### src/rtl/branch_stack_ctrl_if.sv
// rtl/branch_stack_ctrl_if.sv - core-side bundle for the loop-branch stack controller
interface branch_stack_ctrl_if #(
  parameter int PCWidth = 16,
  parameter int Depth   = 8
);
  logic                       valid;
  logic [8:0]                 instruction;
  logic [PCWidth-1:0]         pc;
  logic [7:0]                 working;
  logic                       clear;
  logic                       searching;
  logic                       jump;
  logic [PCWidth-1:0]         jump_target;
  logic [$clog2(Depth+1)-1:0] stack_depth;
  logic                       overflow;
  logic                       underflow;

  modport master (
    output valid, instruction, pc, working, clear,
    input  searching, jump, jump_target, stack_depth, overflow, underflow
  );

  modport slave (
    input  valid, instruction, pc, working, clear,
    output searching, jump, jump_target, stack_depth, overflow, underflow
  );
endinterface

### src/rtl/branch_stack_ctrl.sv
// rtl/branch_stack_ctrl.sv - hardware loop stack for CBF/CBB with forward nesting search
module branch_stack_ctrl #(
  parameter int         PCWidth   = 16,
  parameter int         Depth     = 8,
  parameter int         NestWidth = 8,
  parameter logic [8:0] OpCbf     = 9'h05b,
  parameter logic [8:0] OpCbb     = 9'h05d
) (
  input logic               clk,
  input logic               rst_n,
  branch_stack_ctrl_if.slave bus
);
  localparam int DW = $clog2(Depth + 1);
  localparam int AW = (Depth > 1) ? $clog2(Depth) : 1;

  typedef enum logic {EXEC, SEARCH} state_t;

  state_t               state, state_n;
  logic [NestWidth-1:0] nest, nest_n;
  logic [DW-1:0]        depth, depth_n;
  logic                 jump_q, jump_n;
  logic [PCWidth-1:0]   target_q, target_n;
  logic                 ovf_q, ovf_n;
  logic                 unf_q, unf_n;
  logic                 push;
  logic [PCWidth-1:0]   stack_mem [Depth];

  logic               is_cbf, is_cbb, cell_zero, full, empty;
  logic [AW-1:0]      wr_idx, top_idx;
  logic [PCWidth-1:0] top;

  assign is_cbf    = (bus.instruction == OpCbf);
  assign is_cbb    = (bus.instruction == OpCbb);
  assign cell_zero = (bus.working == 8'd0);
  assign full      = (depth == DW'(Depth));
  assign empty     = (depth == '0);
  assign wr_idx    = depth[AW-1:0];
  assign top_idx   = AW'(depth - DW'(1));
  // Top of stack comes straight off the array so the target registers with the CBB itself.
  assign top       = stack_mem[top_idx];

  always_comb begin
    state_n  = state;
    nest_n   = nest;
    depth_n  = depth;
    jump_n   = 1'b0;
    target_n = target_q;
    ovf_n    = ovf_q;
    unf_n    = unf_q;
    push     = 1'b0;
    if (bus.clear) begin
      state_n = EXEC;
      nest_n  = '0;
      depth_n = '0;
      ovf_n   = 1'b0;
      unf_n   = 1'b0;
    end else if (bus.valid) begin
      unique case (state)
        EXEC: begin
          if (is_cbf) begin
            if (cell_zero) begin
              nest_n  = NestWidth'(1);
              state_n = SEARCH;
            end else if (full) begin
              ovf_n = 1'b1;
            end else begin
              push    = 1'b1;
              depth_n = depth + DW'(1);
            end
          end else if (is_cbb) begin
            if (empty) begin
              unf_n = 1'b1;
            end else if (!cell_zero) begin
              jump_n   = 1'b1;
              target_n = top + PCWidth'(1);
            end else begin
              depth_n = depth - DW'(1);
            end
          end
        end
        SEARCH: begin
          if (is_cbf) begin
            if (nest == '1) ovf_n = 1'b1;
            else            nest_n = nest + NestWidth'(1);
          end else if (is_cbb) begin
            nest_n = nest - NestWidth'(1);
            if (nest == NestWidth'(1)) state_n = EXEC;
          end
        end
        default: state_n = EXEC;
      endcase
    end
  end

  always_ff @(posedge clk or negedge rst_n) begin
    if (!rst_n) begin
      state    <= EXEC;
      nest     <= '0;
      depth    <= '0;
      jump_q   <= 1'b0;
      target_q <= '0;
      ovf_q    <= 1'b0;
      unf_q    <= 1'b0;
    end else begin
      state    <= state_n;
      nest     <= nest_n;
      depth    <= depth_n;
      jump_q   <= jump_n;
      target_q <= target_n;
      ovf_q    <= ovf_n;
      unf_q    <= unf_n;
    end
  end

  // Entries above depth are dead, so the array itself needs no reset.
  always_ff @(posedge clk) begin
    if (push) stack_mem[wr_idx] <= bus.pc;
  end

  assign bus.searching   = (state == SEARCH);
  assign bus.jump        = jump_q;
  assign bus.jump_target = target_q;
  assign bus.stack_depth = depth;
  assign bus.overflow    = ovf_q;
  assign bus.underflow   = unf_q;
endmodule
### src/flat_wrapper.sv
// flat-port wrapper written by rule: the top's interface ports become plain ports
module branch_stack_ctrl_flat 
#(
  parameter int         PCWidth   = 16,
  parameter int         Depth     = 8,
  parameter int         NestWidth = 8,
  parameter logic [8:0] OpCbf     = 9'h05b,
  parameter logic [8:0] OpCbb     = 9'h05d
)
  (clk, rst_n, bus_valid, bus_instruction, bus_pc, bus_working, bus_clear, bus_searching, bus_jump, bus_jump_target, bus_stack_depth, bus_overflow, bus_underflow);
  branch_stack_ctrl_if #(.PCWidth(PCWidth), .Depth(Depth)) bus_i ();
  input logic clk;
  input logic rst_n;
  input wire logic [$bits(bus_i.valid)-1:0] bus_valid;
  input wire logic [$bits(bus_i.instruction)-1:0] bus_instruction;
  input wire logic [$bits(bus_i.pc)-1:0] bus_pc;
  input wire logic [$bits(bus_i.working)-1:0] bus_working;
  input wire logic [$bits(bus_i.clear)-1:0] bus_clear;
  output wire logic [$bits(bus_i.searching)-1:0] bus_searching;
  output wire logic [$bits(bus_i.jump)-1:0] bus_jump;
  output wire logic [$bits(bus_i.jump_target)-1:0] bus_jump_target;
  output wire logic [$bits(bus_i.stack_depth)-1:0] bus_stack_depth;
  output wire logic [$bits(bus_i.overflow)-1:0] bus_overflow;
  output wire logic [$bits(bus_i.underflow)-1:0] bus_underflow;
  assign bus_i.valid = bus_valid;
  assign bus_i.instruction = bus_instruction;
  assign bus_i.pc = bus_pc;
  assign bus_i.working = bus_working;
  assign bus_i.clear = bus_clear;
  assign bus_searching = bus_i.searching;
  assign bus_jump = bus_i.jump;
  assign bus_jump_target = bus_i.jump_target;
  assign bus_stack_depth = bus_i.stack_depth;
  assign bus_overflow = bus_i.overflow;
  assign bus_underflow = bus_i.underflow;
  branch_stack_ctrl #(.PCWidth(PCWidth), .Depth(Depth), .NestWidth(NestWidth), .OpCbf(OpCbf), .OpCbb(OpCbb)) u_core (.clk(clk), .rst_n(rst_n), .bus(bus_i));
endmodule
### config.mk
export PLATFORM = sky130hd
export DESIGN_NAME = branch_stack_ctrl_flat
export DESIGN_NICKNAME = d
export VERILOG_FILES = /design/src/rtl/branch_stack_ctrl_if.sv /design/src/rtl/branch_stack_ctrl.sv /design/src/flat_wrapper.sv
export SDC_FILE = /design/constraint.sdc
export NUM_CORES = 1
export LEC_CHECK = 0
export ABC_CLOCK_PERIOD_IN_PS = 6900
export BUFFER_PORTS_ARGS = -buffer_cell sky130_fd_sc_hd__buf_2
export CAP_MARGIN = 20
export CELL_PAD_IN_SITES_DETAIL_PLACEMENT = 0
export CELL_PAD_IN_SITES_GLOBAL_PLACEMENT = 1
export CORE_MARGIN = 1
export CORE_UTILIZATION = 42
export DETAILED_ROUTE_END_ITERATION = 10
export PLACE_DENSITY = 0.76
export SLEW_MARGIN = 5
export SYNTH_ARGS = -nofsm -noshare
export SYNTH_HDL_FRONTEND = slang
export SYNTH_SLANG_ARGS = --single-unit
### constraint.sdc
create_clock -name clk -period 6.9 [get_ports clk]
set_input_delay 1.035 -clock clk [delete_from_list [all_inputs] [get_ports clk]]
set_output_delay 1.035 -clock clk [all_outputs]
set_load 0.05 [all_outputs]
# Yosys cells after proc, flatten, opt, wreduce, memory -nomap -nowiden
# Memories as Yosys holds them, arrays and structs flattened.
# Cells that the tools add are included.
# Widths: inputs -> output; s select.
dict set report op_classes {
  addsub 5
  n_eq_ne 18
  n_mux 54
  bitwise 5
  n_reduce_logical 12
}
# op n
set ops {}
lappend ops {{$mux 8} 7}
lappend ops {{$mux 4} 9}
lappend ops {{$mux 1} 35}
lappend ops {{$eq 9x7->1 const B} 2}
lappend ops {{$add 16x1->16 const B} 1}
lappend ops {{$pmux 8 s2} 1}
lappend ops {{$ne 3x3->1 const B} 5}
lappend ops {{$reduce_and 7->1} 2}
lappend ops {{$ne 3x2->1 const B} 4}
lappend ops {{$reduce_and 5->1} 2}
lappend ops {{$add 8x1->8 const B} 1}
lappend ops {{$eq 8x1->1 const B} 1}
lappend ops {{$eq 8x8->1 const B} 1}
lappend ops {{$logic_not 8->1} 1}
lappend ops {{$ne 4x4->1 const B} 2}
lappend ops {{$sub 8x1->8 const B} 1}
lappend ops {{$reduce_and 6->1} 1}
lappend ops {{$reduce_bool 2->1} 3}
lappend ops {{$reduce_bool 3->1} 2}
lappend ops {{$not 1->1} 5}
lappend ops {{$add 4x1->4 const B} 1}
lappend ops {{$eq 4x4->1 const B} 1}
lappend ops {{$logic_not 4->1} 1}
lappend ops {{$ne 2x2->1 const B} 2}
lappend ops {{other kinds (2)} 3}
dict set report word_totals {
  regBits 32
  mem_bits_rw 128
  out_inout_bits 24
  n_memories 1
}
# name depth word_bits rd rd_ports_with_merged_regs wr line
set mem_list {}
lappend mem_list {u_core.stack_mem 8 16 1 0 1 branch_stack_ctrl.sv:26} ;# logic [PCWidth-1:0] stack_mem [Depth];

# Depth between registers and ports, before layout
dict set report depth {
  word_depth 9
  depth_mapped 14
}

# Worst setup path before layout
# Ideal clock, no wire load.
dict set report synth_timing {
  path_kind {input port to flip-flop}
  startpoint {input bus_instruction[8]}
  endpoint {memory u_core.stack_mem[1][0] (enable)}
  arrival_ns 3.539
  t_required_ns 6.491
  slack_ns 2.952
  cell_stages 6
  path_cell_list {nand4bb_1 > nor3_1 > clkbuf_1 > buf_2 > nand4_1 > nor3_1}
}
dict set report synth_between {
  elab_chain_len 7
}
# item line
set synth_lines {}
lappend synth_lines {{from (decl)} flat_wrapper.sv:15} ;# input wire logic [$bits(bus_i.instruction)-1:0] bus_instruction;
lappend synth_lines {{$eq 9x7->1} branch_stack_ctrl.sv:32} ;# assign is_cbf = (bus.instruction == OpCbf);
lappend synth_lines {{$mux 1} branch_stack_ctrl.sv:60} ;# if (is_cbf) begin
lappend synth_lines {{$mux 1} branch_stack_ctrl.sv:58} ;# unique case (state)
lappend synth_lines {{$mux 1} branch_stack_ctrl.sv:57} ;# end else if (bus.valid) begin
lappend synth_lines {{$mux 1} branch_stack_ctrl.sv:51} ;# if (bus.clear) begin
lappend synth_lines {{$mux 1} branch_stack_ctrl.sv:117} ;# if (push) stack_mem[wr_idx] <= bus.pc;
lappend synth_lines {{$mux 1 (not written as such)} branch_stack_ctrl.sv:117}
lappend synth_lines {{to (decl)} branch_stack_ctrl.sv:26}
# No other way between the ends.

# Worst setup path after layout
dict set report layout_timing {
  startpoint {register u_core.depth[1] (netlist: u_core.bus.stack_depth[1])}
  endpoint {register u_core.target_q[14] (netlist: u_core.bus.jump_target[14])}
}
dict set report layout_between {
  elab_chain_len 3
  word_cells_on_any_way 6
}
# item line
set layout_lines {}
lappend layout_lines {{from (decl)} branch_stack_ctrl.sv:20} ;# logic [DW-1:0] depth, depth_n;
lappend layout_lines {{from (signal assigned)} branch_stack_ctrl.sv:107} ;# depth <= depth_n;
lappend layout_lines {{$sub 4x1->4 / $logic_not 4->1 (equally long branches)} {branch_stack_ctrl.sv:38, branch_stack_ctrl.sv:36}}
lappend layout_lines {{$mem_v2 8x16 / $not 1->1 (equally long branches)} --}
lappend layout_lines {{$add 16x1->16 / $reduce_and 7->1 (equally long branches)} --}
lappend layout_lines {{to (signal assigned)} branch_stack_ctrl.sv:109} ;# target_q <= target_n;
lappend layout_lines {{to (decl)} branch_stack_ctrl.sv:22} ;# logic [PCWidth-1:0] target_q, target_n;
# Several ways; a longest one is shown, not always the timed one.
# A chain may end at the register's enable or synchronous reset.

==> metrics.txt <==
status finished clean; Mapped Area 7000 sq um; largest net degree at the start of global routing 33; hpwl dp 9.52 mm; Top FF cell, synth edfxtp_1; mean area per synthesized cell 15.8 sq um; Critical R2R Capture u_core.bus.jump_target[14]$_DFFE_PN0P_; via count 3963; Final min period 3.94 ns; internal power 1.52 mW; Setup Crit Path Kind flip-flop to flip-flop; top cells by area, synth edfxtp_1 (55%), dfrtp_1 (11%), mux4_2 (8.4%); Max Cap Viol 0; RSZ-0062 raised after global routing false; TritonCTS buffer count 17; H-tree levels 4; Fin Hold WS 0.484 ns; GRT Overall Usage 0.187; Setup TNS Final 0 ns; initial core utilization 0.436; Post-Synthesis Cells 444; initial antenna violation count 0; Worst-path clk slew 0.06 ns; DR vias/cell 5.33; final WL 14.5 mm; most common cell in the netlist edfxtp_1; total grt overflow 0; Post-Syn Nets 488; DRT iter0 DRCs 224; num ports 61; IO buf count 60; sw frac 0.215; yosys warns 0; Placed Cells 711; PD cells 240 nW/um^2; start point of the critical path u_core.bus.stack_depth[1]$_DFFE_PN0P_; die footprint 17200 sq um; register area share after synthesis 0.664; crit path max fanout 24; # rows 46; Clock Path Buffers 2; Worst Path Arrival 4.21 ns; n_diodes 0; # hold bufs at CTS 0; Die Width 131 um; Leak 2.86 nW; worst r2r src u_core.bus.stack_depth[1]$_DFFE_PN0P_; share of layout cells above drive strength 1 0.269; Worst Max-Slew Pin Slew 1.01 ns; Final ANT Viol Nets 0; Chip Height 131 um; Worst Hold Path Cells 2; Final nets 558; Non-Filler Instances 743; slew margin rel. 0.325; post-synth top area share 0.549; Layout area overhead 15.3%; Async S/R FF share, synth 0.200; CTS root buffer clkbuf_16; Clock Latency Late Sink 0.42 ns; worst hold start u_core.bus.jump_target[9]$_DFFE_PN0P_; skew final 0.00920 ns; Tot Pwr 1.94 mW; EDFF count, synth 128; Commonest cells post-synth edfxtp_1 (128), mux2i_1 (34), dfrtp_1 (32); Setup crit end kind flip-flop; Post-CTS Setup Bufs 0; top cell type by total area after synthesis edfxtp_1; Sink Count 160; reg2reg path depth 12; vias in the first global route 4053; Final GP Congestion 0.783; R2R Setup Slk 2.96 ns; clock share of power 0.439; Fillers 1340; Reg power frac 0.539; period utilization 0.571; Hold Vio Cnt, Final 0; core area 16100 sq um; Pre-antenna DRT Iters 4; endpoints failing setup 0; Final Max Slew Viols 0; Hold Crit Class flip-flop to flip-flop; # DRC 0; post-synthesis register bit count 160; post_cts resized 0; Sw Pwr 0.416 mW; combinational share of power 0.022; startpoint types flip-flop; Synth cell types 54; TritonCTS clock tree yes; Hold Path Sink u_core.bus.jump_target[9]$_DFFE_PN0P_; post-DR wirelength/cell 19.6 um; first-pass GRT wire length 22.5 mm; Peak supply drop 0.172 mV; FMAX 0.254 GHz; Worst EP required 7.17 ns
power groups by stage:
stage | combinational [mW] | clock, mW | sequential (mW)
after floorplan | 0.0174 | 0 | 1.07
after global placement | 0.0415 | 0 | 1.07
after detailed placement | 0.0439 | 0 | 1.07
after CTS | 0.0440 | 0.873 | 1.05
after global routing | 0.0493 | 0.909 | 1.04
final | 0.0433 | 0.850 | 1.05
metal layers:
layer  track usage  part of all wire
met5             0                 0
met4        0.0656            0.0047
met3        0.0495             0.044
met2         0.304              0.50
met1         0.241              0.45
logic make-up (layout without fill, tap and decap cells):
| kind of cell | count (synthesis) | count (layout) | share of synthesized area |
|---|---|---|---|
| XOR/XNOR | 19 | 19 | 0.0238 |
| buffers and inverters | 30 | 113 | 0.0266 |
| multiplexers | 66 | 66 | 0.142 |
| flip-flops | 160 | 160 | 0.664 |
| AND/OR/NAND/NOR | 110 | 110 | 0.0826 |
| adder cells (fa/ha/maj) | 7 | 7 | 0.0125 |
| AO/OA/AOI/OAI | 52 | 52 | 0.0485 |
through the flow:
stage	setup WS, ns	instance area (sq um)	util
after floorplan	2.95	7000	-
final	2.96	8070	0.502
after global placement	3.15	7530	0.469
after CTS	2.98	8070	0.502
after detailed placement	2.99	7530	0.469
after global routing	2.65	8070	0.502
layout by cell type (no fill, tap or decap), drive strengths merged, types with 10 or more instances in the layout:
cell | synthesis | final
a31oi | 10 | 10
buf | 13 | 70
clkbuf | 6 | 17
dfrtp | 32 | 32
edfxtp | 128 | 128
inv | 11 | 18
mux2i | 34 | 34
mux4 | 26 | 26
nand2 | 31 | 31
nand4 | 11 | 11
nor2 | 23 | 23
o21ai | 15 | 15
xnor2 | 15 | 15
sequential cells by signal (all words and copies together) (netlist names):
name and flops:
u_core.bus.jump 1, u_core.bus.jump_target 16, u_core.bus.overflow 1, u_core.bus.searching 1, u_core.bus.stack_depth 4, u_core.bus.underflow 1
u_core.nest 8, u_core.stack_mem 128
worst max path at each step:
| stage | endpoint | slack (ns) | depth (start not counted) |
|---|---|---|---|
| 3_3_place_gp | u_core.bus.jump_target[14]$_DFFE_PN0P_ | 3.15 | 12 |
| 4_1_cts | u_core.bus.jump_target[14]$_DFFE_PN0P_ | 2.98 | 12 |
| 2_1_floorplan | u_core.stack_mem[1][0]$_DFFE_PP_ | 2.95 | 6 |
| 5_1_grt | u_core.bus.jump_target[14]$_DFFE_PN0P_ | 2.65 | 12 |
| 6_report | u_core.bus.jump_target[14]$_DFFE_PN0P_ | 2.96 | 12 |
| 3_5_place_dp | u_core.bus.jump_target[14]$_DFFE_PN0P_ | 2.99 | 12 |
worst max-delay path, cell delays in order, from the launching register on:
cell	delay, ns
dfrtp_1	0.58
inv_1	0.15
ha_2	0.78
buf_4	0.46
mux2i_1	0.14
mux4_2	0.53
inv_1	0.10
ha_1	0.17
inv_1	0.10
a221oi_2	0.33
nand4_1	0.18
xnor2_1	0.17
o21ai_1	0.07
cell type report:
type / instances / area, sq um / share of cell area
clock buffers: 17 / 425 / 0.0527
clock inverters: 15 / 108 / 0.0133
inverters: 11 / 41.3 / 0.00512
multi-input cells: 254 / 2200 / 0.273
flip-flops and latches: 160 / 4640 / 0.576
well taps: 216 / 270 / 0.0335
repair buffers: 70 / 375 / 0.0465
(Power assumes the default switching activity.)
